### src/rtl/mips32_pkg.sv
// Opcode constants shared by the mips32 pipeline and its program loader,
// plus the loader state encoding.
`timescale 1ns/1ps
package mips32_pkg;

  localparam logic [5:0] OP_ADD   = 6'h00;
  localparam logic [5:0] OP_SUB   = 6'h01;
  localparam logic [5:0] OP_AND   = 6'h02;
  localparam logic [5:0] OP_OR    = 6'h03;
  localparam logic [5:0] OP_SLT   = 6'h04;
  localparam logic [5:0] OP_MUL   = 6'h05;
  localparam logic [5:0] OP_LW    = 6'h08;
  localparam logic [5:0] OP_SW    = 6'h09;
  localparam logic [5:0] OP_ADDI  = 6'h0a;
  localparam logic [5:0] OP_SUBI  = 6'h0b;
  localparam logic [5:0] OP_SLTI  = 6'h0c;
  localparam logic [5:0] OP_BNEQZ = 6'h0d;
  localparam logic [5:0] OP_BEQZ  = 6'h0e;
  localparam logic [5:0] OP_HLT   = 6'h3f;

  typedef enum logic [2:0] {
    LD_IDLE     = 3'd0,
    LD_REG_INIT = 3'd1,
    LD_LOAD     = 3'd2,
    LD_START    = 3'd3,
    LD_RUN      = 3'd4,
    LD_FAULT    = 3'd5
  } loader_state_e;

endpackage

### src/rtl/mips32_loader_ctr.sv
// Saturating program-word counter; flags the last legal slot and the
// point where MAX_WORDS words have been taken.
`timescale 1ns/1ps
module mips32_loader_ctr
  import mips32_pkg::*;
#(
  parameter int ADDR_W    = 10,
  parameter int MAX_WORDS = 1024
) (
  input  logic              clk1,
  input  logic              rst,
  input  logic              clear,
  input  logic              inc,
  output logic [ADDR_W-1:0] count,
  output logic              last,
  output logic              full
);

  // One extra bit so MAX_WORDS == 2**ADDR_W is representable.
  localparam logic [ADDR_W:0] MAX_C  = (ADDR_W+1)'(MAX_WORDS);
  localparam logic [ADDR_W:0] LAST_C = (ADDR_W+1)'(MAX_WORDS - 1);

  logic [ADDR_W:0] cnt;

  assign full  = (cnt == MAX_C);
  assign last  = (cnt == LAST_C);
  assign count = cnt[ADDR_W-1:0];

  always_ff @(posedge clk1) begin
    if (rst || clear) begin
      cnt <= '0;
    end else if (inc && !full) begin
      cnt <= cnt + 1'b1;
    end
  end

endmodule

### src/rtl/mips32_prog_loader.sv
// Boot path for the mips32 core: register init, program streaming, core release.
// Optional running checksum of loaded words: define MIPS32_LOADER_CHECKSUM_EN.
`timescale 1ns/1ps
module mips32_prog_loader
  import mips32_pkg::*;
#(
  parameter int         ADDR_W         = 10,
  parameter int         MAX_WORDS      = 1024,
  parameter int         REG_INIT_COUNT = 31,
  parameter logic [5:0] HLT_OPCODE     = OP_HLT
) (
  input  logic              clk1,
  input  logic              rst,
  input  logic              start,
  input  logic              in_valid,
  input  logic [31:0]       in_data,
  output logic              in_ready,
  output logic              reg_we,
  output logic [4:0]        reg_addr,
  output logic [31:0]       reg_wdata,
  output logic              mem_we,
  output logic [ADDR_W-1:0] mem_addr,
  output logic [31:0]       mem_wdata,
  output logic              cpu_run,
  output logic              core_init,
  output logic              done,
  output logic              error,
  output logic [31:0]       checksum
);

  localparam logic [2:0] IDLE     = LD_IDLE;
  localparam logic [2:0] REG_INIT = LD_REG_INIT;
  localparam logic [2:0] LOAD     = LD_LOAD;
  localparam logic [2:0] START    = LD_START;
  localparam logic [2:0] RUN      = LD_RUN;
  localparam logic [2:0] FAULT    = LD_FAULT;

  localparam logic [5:0] REG_N = 6'(REG_INIT_COUNT);

  logic [2:0]        state;
  logic [5:0]        reg_cnt;
  logic [ADDR_W-1:0] count;
  logic              last;
  logic              full;
  logic              fire;
  logic              is_hlt;
  logic              boot;

  assign in_ready = (state == LOAD) && !full;
  assign fire     = in_valid && in_ready;
  assign is_hlt   = (in_data[31:26] == HLT_OPCODE);
  assign boot     = (state == IDLE) && start;

  mips32_loader_ctr #(
    .ADDR_W    (ADDR_W),
    .MAX_WORDS (MAX_WORDS)
  ) u_ctr (
    .clk1  (clk1),
    .rst   (rst),
    .clear (boot),
    .inc   (fire),
    .count (count),
    .last  (last),
    .full  (full)
  );

  always_ff @(posedge clk1) begin
    if (rst) begin
      state     <= IDLE;
      reg_cnt   <= '0;
      reg_we    <= 1'b0;
      reg_addr  <= '0;
      reg_wdata <= '0;
      mem_we    <= 1'b0;
      mem_addr  <= '0;
      mem_wdata <= '0;
      cpu_run   <= 1'b0;
      core_init <= 1'b0;
      done      <= 1'b0;
      error     <= 1'b0;
    end else begin
      reg_we    <= 1'b0;
      mem_we    <= 1'b0;
      core_init <= 1'b0;
      case (state)
        IDLE: begin
          if (start) begin
            // Register 0 is issued on the entry edge so REG_INIT lasts exactly REG_N cycles.
            if (REG_N == 6'd0) begin
              state <= LOAD;
            end else begin
              state     <= REG_INIT;
              reg_we    <= 1'b1;
              reg_addr  <= '0;
              reg_wdata <= '0;
              reg_cnt   <= 6'd1;
            end
          end
        end
        REG_INIT: begin
          if (reg_cnt == REG_N) begin
            state <= LOAD;
          end else begin
            reg_we    <= 1'b1;
            reg_addr  <= reg_cnt[4:0];
            reg_wdata <= {26'd0, reg_cnt};
            reg_cnt   <= reg_cnt + 6'd1;
          end
        end
        LOAD: begin
          if (fire) begin
            mem_we    <= 1'b1;
            mem_addr  <= count;
            mem_wdata <= in_data;
            // HLT wins over the word limit: a HLT in the final slot is a clean finish.
            if (is_hlt) begin
              state <= START;
            end else if (last) begin
              error <= 1'b1;
              state <= FAULT;
            end
          end
        end
        START: begin
          core_init <= 1'b1;
          state     <= RUN;
        end
        RUN: begin
          cpu_run <= 1'b1;
          done    <= 1'b1;
        end
        FAULT: begin
          error <= 1'b1;
        end
        default: begin
          state <= IDLE;
        end
      endcase
    end
  end

`ifdef MIPS32_LOADER_CHECKSUM_EN
  logic [31:0] sum;

  always_ff @(posedge clk1) begin
    if (rst || boot) begin
      sum <= '0;
    end else if (fire) begin
      sum <= sum + in_data;
    end
  end

  assign checksum = sum;
`else
  assign checksum = 32'h0;
`endif

endmodule
### config.mk
export PLATFORM = sky130hd
export DESIGN_NAME = mips32_prog_loader
export DESIGN_NICKNAME = d
export VERILOG_FILES = /design/src/rtl/mips32_pkg.sv /design/src/rtl/mips32_loader_ctr.sv /design/src/rtl/mips32_prog_loader.sv
export SDC_FILE = /design/constraint.sdc
export NUM_CORES = 1
export LEC_CHECK = 0
export ABC_CLOCK_PERIOD_IN_PS = 2200
export CORE_MARGIN = 4
export CORE_UTILIZATION = 43
export CTS_BUF_LIST = sky130_fd_sc_hd__clkbuf_8
export DETAILED_ROUTE_END_ITERATION = 8
export GPL_TIMING_DRIVEN = 0
export PLACE_DENSITY = 0.9
export SLEW_MARGIN = 20
export SYNTH_ARGS = -nofsm -noshare
export SYNTH_HDL_FRONTEND = slang
export SYNTH_SLANG_ARGS = --single-unit
### constraint.sdc
create_clock -name clk1 -period 2.2 [get_ports clk1]
set_clock_uncertainty 0.05 [all_clocks]
set_input_delay 0.33 -clock clk1 [delete_from_list [all_inputs] [get_ports clk1]]
set_output_delay 0.33 -clock clk1 [all_outputs]
set_load 0.03 [all_outputs]
==> impl_metrics.toml <==
[detailed_routing]
detailedRoute.firstIterationViolations = 99
route.final.wire_length_um = 8380
detailedRoute.firstPassIterationCount = 4
vias_per_cell = 4.51
detailroute.via_count = 2912
final_ant_viol_nets = 0
detail_route.drc_violations = 0
average_wire_length_per_cell_after_detail_routing_um = 13.0

[job]
maxCapViolations = 0

[grt]
antenna_violations_before_repair = 0
grt_pass1_wl_um = 13400
globalRoute.totalOverflow = 0
largest_net_degree_at_the_start_of_global_routing = 14
via_count_of_the_first_global_routing_pass = 2846
gr-usage-all-layers_pct = 17.2

[clock_tree]
worst_setup_hold_path_clk_slew_ps = 70
clock_buffers_created_by_tritoncts = 9
clockRootBuffer = "clkbuf_8"
post-cts-setup-buffer-count = 0
cts_hold_buffers = 0
cts_htree_levels = 3
ctsLongestPathBuffers = 2
clk-insertion-delay-late_ps = 350
cts.sinks = 73
tritoncts_clock_tree = "built"

[power_and_ir_drop]
static-leakage-power_uw = 0.00197
peakVddDrop_mv = 0.485
power-per-cell-area_nw_per_um2 = 586

[logic_synthesis]
synth-main-ff-cell = "dfxtp_1"
ys_async_sr_fraction_pct = 0
synth.lib_cells_used.distinct = 44
seq_area_frac_synth_pct = 42.1
yosys_warnings = 0
synth_edf_count = 0
syn-mean-instance-area_um2 = 9.21
post_synth_inst_count = 377
synth_seq_cells = 73
netlist_area_before_placement_um2 = 3470

[final_layout]
insertedDiodeCount = 0
mostFrequentLayoutCells = "clkdlybuf4s50_1, dfxtp_1, nor2_1"
syn2layout_area_growth_pct = 42.5
final_net_count = 578
final_layout_size_suffix_gt1_share_pct = 19.3
layout.cells.most_common = "clkdlybuf4s50_1"
final_instance_area_um2 = 4950

[timing]
achievable_clock_frequency_mhz = 487
timing_max_transition_violations_final = 0
grt_setup_unrepaired = "no"
timing.slew.headroom_pct = 55.4
timing.final.setup_violations = 0
hold_viol_final = 0
worst_hold_slack_ps = 421
timing.final.crit_period_ps = 2050
tightestPinTransition_ps = 664
post-route-period-util_pct = 93.3

[floorplan]
floorplan.rows = 32
fp.dieH_um = 97.9
chipWidth_um = 97.9
initial_utilization_pct = 44.5
top_level_ports = 154
floorplan.die_area_um2 = 9580
core_area_um2 = 7810

[placed_design]
port_buffers = 94
place.gp.congestion = 0.861
dp.final_hpwl_um = 6410
postPlaceCellArea_um2 = 4760

[setup_path]
worstPathArrival_ps = 1670
path_class = "reg2out"
crit_path_cell_trace = "inv_1 -> ha_1 -> and2_1 -> and3_1 -> nor2_1 -> buf_2"
cp-end-kind = "output port"
start_kind = "register"
crit_path_max_incr_delay_ps = 400
critPathRequiredTime_ps = 1820
cp_num_buf_inv = 2
critPathMaxFanout = 4
critical_path.top_delay_family = "simple AND/OR/NAND/NOR gates"
crit_path_top_delay_cell = "dfxtp_1"

[outcome]
outcome = "completed"

[hold_path]
worst_min_delay_path_category = "in2reg"
worst register-to-register path, stage by stage, from the launching register on:
cell and delay (ps):
dfxtp_1 400, inv_1 90, ha_1 200, and2_1 170
a31oi_1 190, buf_4 260, buf_6 200, mux2i_1 220
nor2_1 60
metrics by stage:
step / std cells / setup WS [ps] / total power, µW / utilization [%] / TNS (ps)
after CTS: 646 / 13.4 / 2920 / 63.4 / 0
after global placement: 630 / 61.7 / 1880 / 60.9 / 0
after global routing: 646 / 68.8 / 3010 / 63.4 / 0
after detailed placement: 630 / -7.41 / 1890 / 60.9 / -13.0
after floorplan: 434 / 503 / 1760 / - / 0
final: 646 / 147 / 2900 / 63.4 / 0
kinds of logic (layout without fill, tap and decap cells):
group                    Yosys count  in the layout  share of synthesized area [%]
multiplexers                      42             42                           12.1
adder cells (fa/ha/maj)            3              3                           1.08
flip-flops                        73             73                           42.1
AND/OR/NAND/NOR                  129            129                           17.9
AO/OA/AOI/OAI                     27             27                           5.66
XOR/XNOR                          13             13                           3.28
buffers and inverters             89            199                           17.8
other                              1             58                          0.108
final cells by class:
cell class / instances / area, µm²
fill: 639 / 2860
multi-input combinational: 272 / 1610
sequential: 73 / 1460
timing repair buffer: 94 / 936
buffer: 82 / 593
tap: 102 / 128
clock buffer: 9 / 124
clock inverter: 7 / 70.1
inverter: 7 / 26.3
registers in the layout, indices dropped and copies added (netlist names):
register	flops
mem_wdata	32
u_ctr.cnt	11
mem_addr	10
reg_cnt	6
reg_addr	4
state	3
reg_wdata	2
core_init	1
done	1
error	1
mem_we	1
reg_we	1
cell usage after synthesis (5+ instances only):
library cell	number	area [µm²]
xor2_1	5	43.8
clkbuf_1	6	22.5
nor3_1	5	25.0
nand2_1	22	82.6
xnor2_1	8	70.1
buf_4	66	495
a21oi_1	12	60.1
buf_2	6	30.0
inv_1	7	26.3
nor2_1	72	270
dfxtp_1	73	1460
mux2i_1	42	420
timing repair:
action	in CTS	in global routing
endpoints found under the hold margin	0	0
pin swaps	0	0
resized for setup	3	3
setup endpoints to repair	1	1
power by group:
group | internal [µW] | switching [µW]
logic | 208 | 300
registers | 1340 | 15.2
clock network | 521 | 514
layer usage:
metal  GRT usage [%]  part of all wire, %  up-vias  wire (µm)
li1                -                    -     1448          -
met2            28.8                   49      135       4150
met3            8.07                   12       12        965
met1            18.4                   38     1317       3150
met4            7.67                  1.4        0        119
met5               0                    0        -          0
path summary, 6_finish.rpt:
kind	from	endpoint	slack, ps	depth (start not counted)
max reg2reg	u_ctr.cnt[0]	mem_wdata[12]	230	8
min	rst	state[2]	420	2
min reg2reg	reg_wdata[4]	reg_wdata[4]	430	2
max	u_ctr.cnt[0]	in_ready	150	6
Note: power is estimated with default switching activity, not from simulation.
